--- config.mk ---
export PLATFORM = sky130hd
export DESIGN_NAME = seq_divider_flat
export DESIGN_NICKNAME = d
export VERILOG_FILES = /design/src/rtl/seq_divider_if.sv /design/src/rtl/seq_divider.sv /design/src/flat_wrapper.sv
export SDC_FILE = /design/constraint.sdc
export NUM_CORES = 1
export LEC_CHECK = 0
export ABC_AREA = 1
export BUFFER_PORTS_ARGS = -buffer_cell sky130_fd_sc_hd__buf_2
export CORE_MARGIN = 2
export CORE_UTILIZATION = 59
export CTS_BUF_LIST = sky130_fd_sc_hd__clkbuf_4 sky130_fd_sc_hd__clkbuf_8
export DETAILED_ROUTE_END_ITERATION = 10
export PLACE_DENSITY = 0.82
export SETUP_SLACK_MARGIN = 0.05
export SYNTH_ARGS = -nofsm -noshare
export SYNTH_HDL_FRONTEND = slang
export SYNTH_SLANG_ARGS = --single-unit
--- constraint.sdc ---
create_clock -name clk -period 2.5 [get_ports clk]
set_input_delay 0.5 -clock clk [delete_from_list [all_inputs] [get_ports clk]]
set_output_delay 0.5 -clock clk [all_outputs]
set_load 0.05 [all_outputs]
--- src/rtl/seq_divider_if.sv ---
// Handshake and operand/result bundle for the sequential divider.
//
// Handshake semantics: the requester raises start together with dividend and
// divisor; the request is taken on a rising clk edge only while busy=0. While
// busy=1 start and the operands are ignored. done is a one-cycle pulse marking
// the cycle in which quotient/remainder/div_by_zero first hold the new result;
// those outputs then stay stable until the next accepted start completes.
interface seq_divider_if #(
  parameter int WIDTH = 8
);
  logic             start;
  logic [WIDTH-1:0] dividend;
  logic [WIDTH-1:0] divisor;
  logic             busy;
  logic             done;
  logic [WIDTH-1:0] quotient;
  logic [WIDTH-1:0] remainder;
  logic             div_by_zero;

  // Requester side.
  modport master (
    output start, dividend, divisor,
    input  busy, done, quotient, remainder, div_by_zero
  );

  // Divider side.
  modport slave (
    input  start, dividend, divisor,
    output busy, done, quotient, remainder, div_by_zero
  );
endinterface

--- src/rtl/seq_divider.sv ---
// Multi-cycle unsigned restoring divider: one trial subtraction and one
// quotient bit (MSB first) per clock, WIDTH iterations per division.
// Divide-by-zero completes in a single cycle with q=all ones, r=dividend.
module seq_divider #(
  parameter int WIDTH = 8
) (
  input  logic                clk,
  input  logic                rst_n,
  seq_divider_if.slave        bus,
  output logic [1:0]          o_dbg_state
);

  localparam int CW = $clog2(WIDTH + 1);

  typedef enum logic [1:0] {
    S_IDLE = 2'd0,
    S_RUN  = 2'd1,
    S_DONE = 2'd2
  } state_t;

  state_t           r_state;
  logic [WIDTH-1:0] r_q;        // shifting dividend / growing quotient
  logic [WIDTH-1:0] r_r;        // partial remainder, always < divisor
  logic [WIDTH-1:0] r_b;        // latched divisor
  logic [CW-1:0]    r_cnt;      // iterations left
  logic             r_busy;
  logic             r_done;
  logic [WIDTH-1:0] r_quot;
  logic [WIDTH-1:0] r_rem;
  logic             r_dbz;

  logic [WIDTH:0]   w_shift;
  logic [WIDTH:0]   w_diff;
  logic             w_ge;
  logic [WIDTH-1:0] w_r_next;
  logic [WIDTH-1:0] w_q_next;

  // One restoring step: subtract by adding the inverted divisor with carry-in 1.
  // A clear top bit of the WIDTH+1-bit difference means the trial fit.
  always_comb begin
    w_shift  = {r_r, r_q[WIDTH-1]};
    w_diff   = w_shift + {1'b1, ~r_b} + (WIDTH+1)'(1);
    w_ge     = ~w_diff[WIDTH];
    w_r_next = w_ge ? w_diff[WIDTH-1:0] : w_shift[WIDTH-1:0];
    w_q_next = {r_q[WIDTH-2:0], w_ge};
  end

  // Control FSM and datapath registers; results only change when entering DONE.
  always_ff @(posedge clk or negedge rst_n) begin
    if (!rst_n) begin
      r_state <= S_IDLE;
      r_q     <= '0;
      r_r     <= '0;
      r_b     <= '0;
      r_cnt   <= '0;
      r_busy  <= 1'b0;
      r_done  <= 1'b0;
      r_quot  <= '0;
      r_rem   <= '0;
      r_dbz   <= 1'b0;
    end else begin
      case (r_state)
        // DONE accepts a new start exactly like IDLE, giving back-to-back operation.
        S_IDLE, S_DONE: begin
          r_done <= 1'b0;
          if (bus.start) begin
            if (bus.divisor == '0) begin
              r_state <= S_DONE;
              r_done  <= 1'b1;
              r_quot  <= '1;
              r_rem   <= bus.dividend;
              r_dbz   <= 1'b1;
            end else begin
              r_state <= S_RUN;
              r_busy  <= 1'b1;
              r_q     <= bus.dividend;
              r_b     <= bus.divisor;
              r_r     <= '0;
              r_cnt   <= CW'(WIDTH);
            end
          end else begin
            r_state <= S_IDLE;
          end
        end
        S_RUN: begin
          r_q   <= w_q_next;
          r_r   <= w_r_next;
          r_cnt <= r_cnt - CW'(1);
          if (r_cnt == CW'(1)) begin
            r_state <= S_DONE;
            r_busy  <= 1'b0;
            r_done  <= 1'b1;
            r_quot  <= w_q_next;
            r_rem   <= w_r_next;
            r_dbz   <= 1'b0;
          end
        end
        default: begin
          r_state <= S_IDLE;
          r_busy  <= 1'b0;
          r_done  <= 1'b0;
        end
      endcase
    end
  end

  assign bus.busy        = r_busy;
  assign bus.done        = r_done;
  assign bus.quotient    = r_quot;
  assign bus.remainder   = r_rem;
  assign bus.div_by_zero = r_dbz;
  assign o_dbg_state     = r_state;

endmodule

--- src/flat_wrapper.sv ---
// flat-port wrapper written by rule: the top's interface ports become plain ports
module seq_divider_flat 
#(
  parameter int WIDTH = 8
)
  (clk, rst_n, o_dbg_state, bus_start, bus_dividend, bus_divisor, bus_busy, bus_done, bus_quotient, bus_remainder, bus_div_by_zero);
  seq_divider_if #(.WIDTH(WIDTH)) bus_i ();
  input  logic clk;
  input  logic rst_n;
  output logic [1:0] o_dbg_state;
  input wire logic [$bits(bus_i.start)-1:0] bus_start;
  input wire logic [$bits(bus_i.dividend)-1:0] bus_dividend;
  input wire logic [$bits(bus_i.divisor)-1:0] bus_divisor;
  output wire logic [$bits(bus_i.busy)-1:0] bus_busy;
  output wire logic [$bits(bus_i.done)-1:0] bus_done;
  output wire logic [$bits(bus_i.quotient)-1:0] bus_quotient;
  output wire logic [$bits(bus_i.remainder)-1:0] bus_remainder;
  output wire logic [$bits(bus_i.div_by_zero)-1:0] bus_div_by_zero;
  assign bus_i.start = bus_start;
  assign bus_i.dividend = bus_dividend;
  assign bus_i.divisor = bus_divisor;
  assign bus_busy = bus_i.busy;
  assign bus_done = bus_i.done;
  assign bus_quotient = bus_i.quotient;
  assign bus_remainder = bus_i.remainder;
  assign bus_div_by_zero = bus_i.div_by_zero;
  seq_divider #(.WIDTH(WIDTH)) u_core (.clk(clk), .rst_n(rst_n), .bus(bus_i), .o_dbg_state(o_dbg_state));
endmodule
==> summary.txt, run 1 <==
drt drc: 0
gpl congestion: 0.902
share of the synthesized area in the top cell type: 44.2%
diode count: 0
RSZ-0062 raised after global routing: no
WP buf/inv: 3
setup TNS: 0 ns
RR Endpoint: u_core.bus.remainder[4]$_DFFE_PN0P_
GRT overflow: 0
crit start category: flop
dpl hpwl: 4.24 mm
slowest stage cell, crit path: fa_1
Worst Tran Pin Value: 0.413 ns
Port-buffer cells: 39
clk_skew: 0.00550 ns
reg-to-reg slack, setup: 0.48 ns
min cycle time layout: 2.02 ns
vias in the first global route: 2163
Final Cell Area: 3020 um^2
CP arrival: 2.27 ns
HP Class: in -> async
Main synth FF type: dfrtp_1
Post-CTS Setup Inserts: 0
leading post-synthesis cells by cell area: dfrtp_1 (44%), nand2_1 (10%), inv_1 (8.6%), nand3_1 (6.5%), ha_1 (4.6%)
Slew Limit Fails: 0
max_cap viols: 0
CTS tree: yes
Yosys Warn Count: 0
routed length per placed instance: 13.0 um
All-Layer GR Usage: 24.0%
share of layout cells above drive strength 1: 21.0%
drt total wl: 5.61 mm
Die H: 71.8 um
largest net degree at the start of global routing: 28
Hold Slack: 0.110 ns
CP peak stage delay: 0.41 ns
Crit. End Element: flop
core outline area: 4380 um^2
R2R cell count: 13
async set-reset flop share out of synthesis: 100%
first-pass GRT wire length: 9.65 mm
final setup fails: 0
post-synthesis cell count: 340
worst-path maximum fanout: 8
# IOs: 40
Crit Path Class: reg -> reg
cell-by-cell trace of the critical path: inv_1 > ha_1 > inv_1 > fa_1 > nand2_1 > nand2_2 > nand3_2 > nand3_1 > nand2_4 > nand3_1 > nand3_1 > nand2_1 > inv_1
H-Tree Depth: 2
top cells by count, synth: nand2_1 (73), inv_1 (62), dfrtp_1 (48), nand3_1 (35), nor2_1 (19)
Starting Density: 61.9%
num rows: 24
post-synthesis sequential area ratio: 44.2%
reg-to-reg startpoint: u_core.r_q[7]$_DFFE_PN0P_
TritonRoute pass-1 iters: 4
Synth Net Count: 370
Avg Cell Area, Syn: 7.99 um^2
most instantiated library cell after synthesis: nand2_1
EDFF count, synth: 0
CTS Hold Bufs: 0
cts repair resizes: 0
CP Capture Point: u_core.bus.remainder[4]$_DFFE_PN0P_
Clock transition at path regs: 0.08 ns
Final ANT Viol Nets: 0
Worst Setup SP: u_core.r_q[7]$_DFFE_PN0P_
initial antenna violation count: 0
post-route clock period utilization: 80.8%
Worst Path Required: 2.75 ns
fill cell total of the finished layout: 363
Worst path top cell family by delay: simple AND/OR/NAND/NOR gates
Die ar.: 5160 um^2
CTS sink count: 48
cell taking the most area after synthesis: dfrtp_1
Synth Register Bits: 48
Syn-to-layout area delta: 11.2%
Distinct cells, synth: 33
mapped cell area: 2720 um^2
Final Hold Viols: 0
CTS root buf: clkbuf_8
Post-Route Utilization: 68.9%
Crit. path cell count: 13
status: completed
f_max: 495 MHz
placed inst area: 2930 um^2
Via density: 5.19
slew margin rel.: 72.4%
Clock Path Buffers: 2
DR vias: 2248
DR iter-0 viols: 102
Post-layout nets: 410
Worst-Skew Late Latency: 0.30 ns
die extent in x: 71.8 um
CTS buffer count: 5
[per-stage QoR]
stage | instances | setup WS, ns
2_1_floorplan | 340 | 0.709
3_3_place_gp | 425 | 0.602
3_5_place_dp | 425 | 0.538
4_1_cts | 433 | 0.498
5_1_grt | 433 | 0.286
6_report | 433 | 0.479
[how the worst min path moves through the flow]
stage,endpoint,slack (ns),startpoint
floorplan,u_core.bus.busy$_DFFE_PN0P_,0.20,rst_n
global placement,u_core.r_b[6]$_DFFE_PN0P_,0.45,rst_n
detailed placement,u_core.r_b[7]$_DFFE_PN0P_,0.44,rst_n
CTS,u_core.r_b[7]$_DFFE_PN0P_,0.12,rst_n
global route,u_core.r_b[7]$_DFFE_PN0P_,0.12,rst_n
finish,u_core.r_b[7]$_DFFE_PN0P_,0.11,rst_n
[layout make-up]
cell class	instances	area, um^2	area share, %
Multi-Input combinational cell	216	1190	39.4
Inverter	67	254	8.41
Tap cell	52	65.1	2.15
Sequential cell	48	1200	39.8
Clock inverter	2	10.0	0.332
Clock buffer	6	82.6	2.74
Timing Repair Buffer	42	218	7.21
[sequential cells by signal, summed over array words and instances (netlist names)]
| signal | cells |
|---|---|
| u_core.r_b | 8 |
| u_core.bus.busy | 1 |
| u_core.o_dbg_state | 2 |
| u_core.bus.div_by_zero | 1 |
| u_core.bus.remainder | 8 |
| u_core.r_r | 8 |
| u_core.r_cnt | 4 |
| u_core.r_q | 8 |
| u_core.bus.quotient | 8 |
[routing by layer]
metal / GRT usage, % / part of all wire [%]
met5: 0 / 0
met4: 9.01 / 1.9
met3: 4.78 / 3.9
met2: 39.1 / 47
met1: 31.9 / 47
[cell usage in the layout (no fill, tap or decap), types with 4 or more instances in the layout]
master / synthesis / layout
nand2_1: 73 / 73
inv_1: 62 / 62
dfrtp_1: 48 / 48
buf_2: 3 / 39
nand3_1: 35 / 35
nor2_1: 19 / 19
o21ai_0: 16 / 16
ha_1: 10 / 10
a31oi_1: 8 / 8
o21ai_1: 7 / 7
nand2_2: 6 / 6
clkbuf_8: 0 / 6
or2_2: 5 / 5
nand3_2: 4 / 4
nand2_4: 4 / 4
inv_2: 4 / 4
nand4_1: 4 / 4
or2_1: 4 / 4
[kinds of logic after synthesis]
| family | after synthesis | synth area share (%) |
|---|---|---|
| xor gates and xnor gates | 4 | 1.29 |
| adders and majority gates | 11 | 5.35 |
| AOI/OAI and AO/OA | 40 | 8.25 |
| buffers and inverters | 76 | 12.0 |
| DFF | 48 | 44.2 |
| and+or+nand+nor | 161 | 28.9 |
Power of run 1 is left out: the tool's default activity adds up to more than one toggle a clock period on the data nets, which glitch-free logic cannot reach.
==> run 2, diff against run 1 <==
Settings changed: CORE_UTILIZATION 59 to 53, PLACE_DENSITY 0.82 to 0.78.
Clock period 2.5 ns to 1.7 ns, I/O delays scaled along.
==> run 2 against run 1 <==
Against the previous run:
- the run now ends with negative setup slack left
- sequential share of layout area shrank 4.9 points
- global-route usage grew 1.6 points
- die area grew 11%
- highest routed layer unchanged
- hold slack gained 0.14 ns
- non-clock buffer count grew 19
- clock skew is essentially flat
- count of clock-buffer cells in the layout grew 1
- setup slack lost 0.75 ns
- first-iteration DRC count grew 47%
- fmax grew 2.5%
- critical endpoint unchanged
==> summary.txt, run 2 (synthesized netlist as in run 1, its figures left out) <==
Worst Path Required: 1.91 ns
DR iter-0 viols: 150
Crit Path Class: reg -> reg
slew margin rel.: 66.4%
drt total wl: 6.59 mm
Syn-to-layout area delta: 26.9%
DR vias: 2407
# IOs: 40
clk_skew: 0.00585 ns
worst-path maximum fanout: 5
Clock Path Buffers: 2
Starting Density: 54.2%
final setup fails: 18
vias in the first global route: 2341
crit start category: flop
Via density: 5.11
All-Layer GR Usage: 25.6%
Final ANT Viol Nets: 0
share of layout cells above drive strength 1: 32.4%
GRT overflow: 0
Post-layout nets: 430
Die H: 75.6 um
die extent in x: 75.6 um
num rows: 26
CTS buffer count: 5
CTS sink count: 48
initial antenna violation count: 0
min cycle time layout: 1.97 ns
CTS root buf: clkbuf_8
failing checks: negative setup slack
drt drc: 0
HP Class: in -> reg
setup TNS: -3.74 ns
core outline area: 5010 um^2
f_max: 507 MHz
Slew Limit Fails: 0
Die ar.: 5710 um^2
post-route clock period utilization: 116%
status: finished, violations left
routed length per placed instance: 14.0 um
diode count: 0
final worst setup slack: -0.272 ns
TritonRoute pass-1 iters: 4
gpl congestion: 0.876
most frequent cells in the layout: nand2_1 (71), inv_1 (60), dfrtp_1 (48)
max_cap viols: 0
Clock transition at path regs: 0.09 ns
largest net degree at the start of global routing: 22
CP arrival: 2.18 ns
dpl hpwl: 4.48 mm
Crit. End Element: flop
Post-Place Worst Slack: -0.180 ns
CTS tree: yes
Worst-Skew Late Latency: 0.31 ns
H-Tree Depth: 2
commonest non-fill, non-tap cell in the layout: nand2_1
RSZ-0062 raised after global routing: yes
Final Hold Viols: 0
Port-buffer cells: 39
first-pass GRT wire length: 10.9 mm
Worst Tran Pin Value: 0.503 ns
==> run 2: cell count changes in the layout (fill, tap and decap cells not counted), sizes merged <==
| cell | change |
|---|---|
| dlygate4sd3 | +1 |
| clkinvlp | +1 |
| clkinv | -2 |
| clkbuf | +1 |
| nand2 | +1 |
| buf | +18 |
==> run 2: per-stage QoR <==
step / hold slack [ns] / std cells / util, % / instance area, um^2
floorplan: 0.0444 / 340 / - / 2720
global placement: 0.321 / 460 / 61.6 / 3080
detailed placement: 0.329 / 460 / 61.6 / 3080
CTS: 0.251 / 471 / 67.9 / 3400
global route: 0.260 / 471 / 68.8 / 3450
finish: 0.250 / 471 / 68.8 / 3450
==> run 2: path summary, 6_finish.rpt <==
path	depth (start not counted)	endpoint	start	slack, ns
worst max-delay path	14	u_core.bus.remainder[4]$_DFFE_PN0P_	u_core.r_q[7]$_DFFE_PN0P_	-0.27
worst min-delay path	3	u_core.r_b[6]$_DFFE_PN0P_	bus_divisor[6]	0.25
worst max register to register	14	u_core.bus.remainder[4]$_DFFE_PN0P_	u_core.r_q[7]$_DFFE_PN0P_	-0.27
worst min register to register	1	u_core.r_cnt[3]$_DFFE_PN0P_	u_core.r_cnt[3]$_DFFE_PN0P_	0.48
max in group asynchronous	3	u_core.r_cnt[1]$_DFFE_PN0P_	rst_n	0.59
min in group asynchronous	2	u_core.r_b[7]$_DFFE_PN0P_	rst_n	0.52
==> run 2: metal layers <==
layer	up-vias	routed length, um	global-route usage [%]
li1	1197	-	-
met4	0	142	9.16
met3	12	193	4.37
met1	1148	2950	34.4
met5	-	0	0
met2	50	3310	42.1
==> run 2: repair_timing <==
| item | in CTS | in global routing |
|---|---|---|
| setup endpoints to repair | 18 | 18 |
| hold endpoints to repair | 6 | 0 |
| gates resized for setup | 36 | 8 |
| buffers inserted | 1 | 0 |
| cloned | 1 | 0 |
| pin swaps | 11 | 13 |
| hold buffers | 1 | 0 |
==> run 2: cell type report <==
cell class              count  area (um^2)
flip-flops and latches     48         1200
well taps                  70         87.6
repair buffers             61          363
clock buffers               7         90.1
fillers                   414         1560
inverters                  67          254
multi-input cells         217         1440
clock inverters             1         7.51
==> run 2: worst max-delay path, cell delays in order, from the launching register on <==
cell and delay, ns:
dfrtp_1 0.41, inv_2 0.10, ha_4 0.14, inv_2 0.04, fa_2 0.34, nand2_2 0.10, nand2_4 0.07, nand3_4 0.11
nand2_4 0.08, nand2_4 0.10, nand2_4 0.10, nand3_4 0.08, nand3_2 0.09, nand2_2 0.07, inv_1 0.03
Power of run 2 is left out for the same reason.
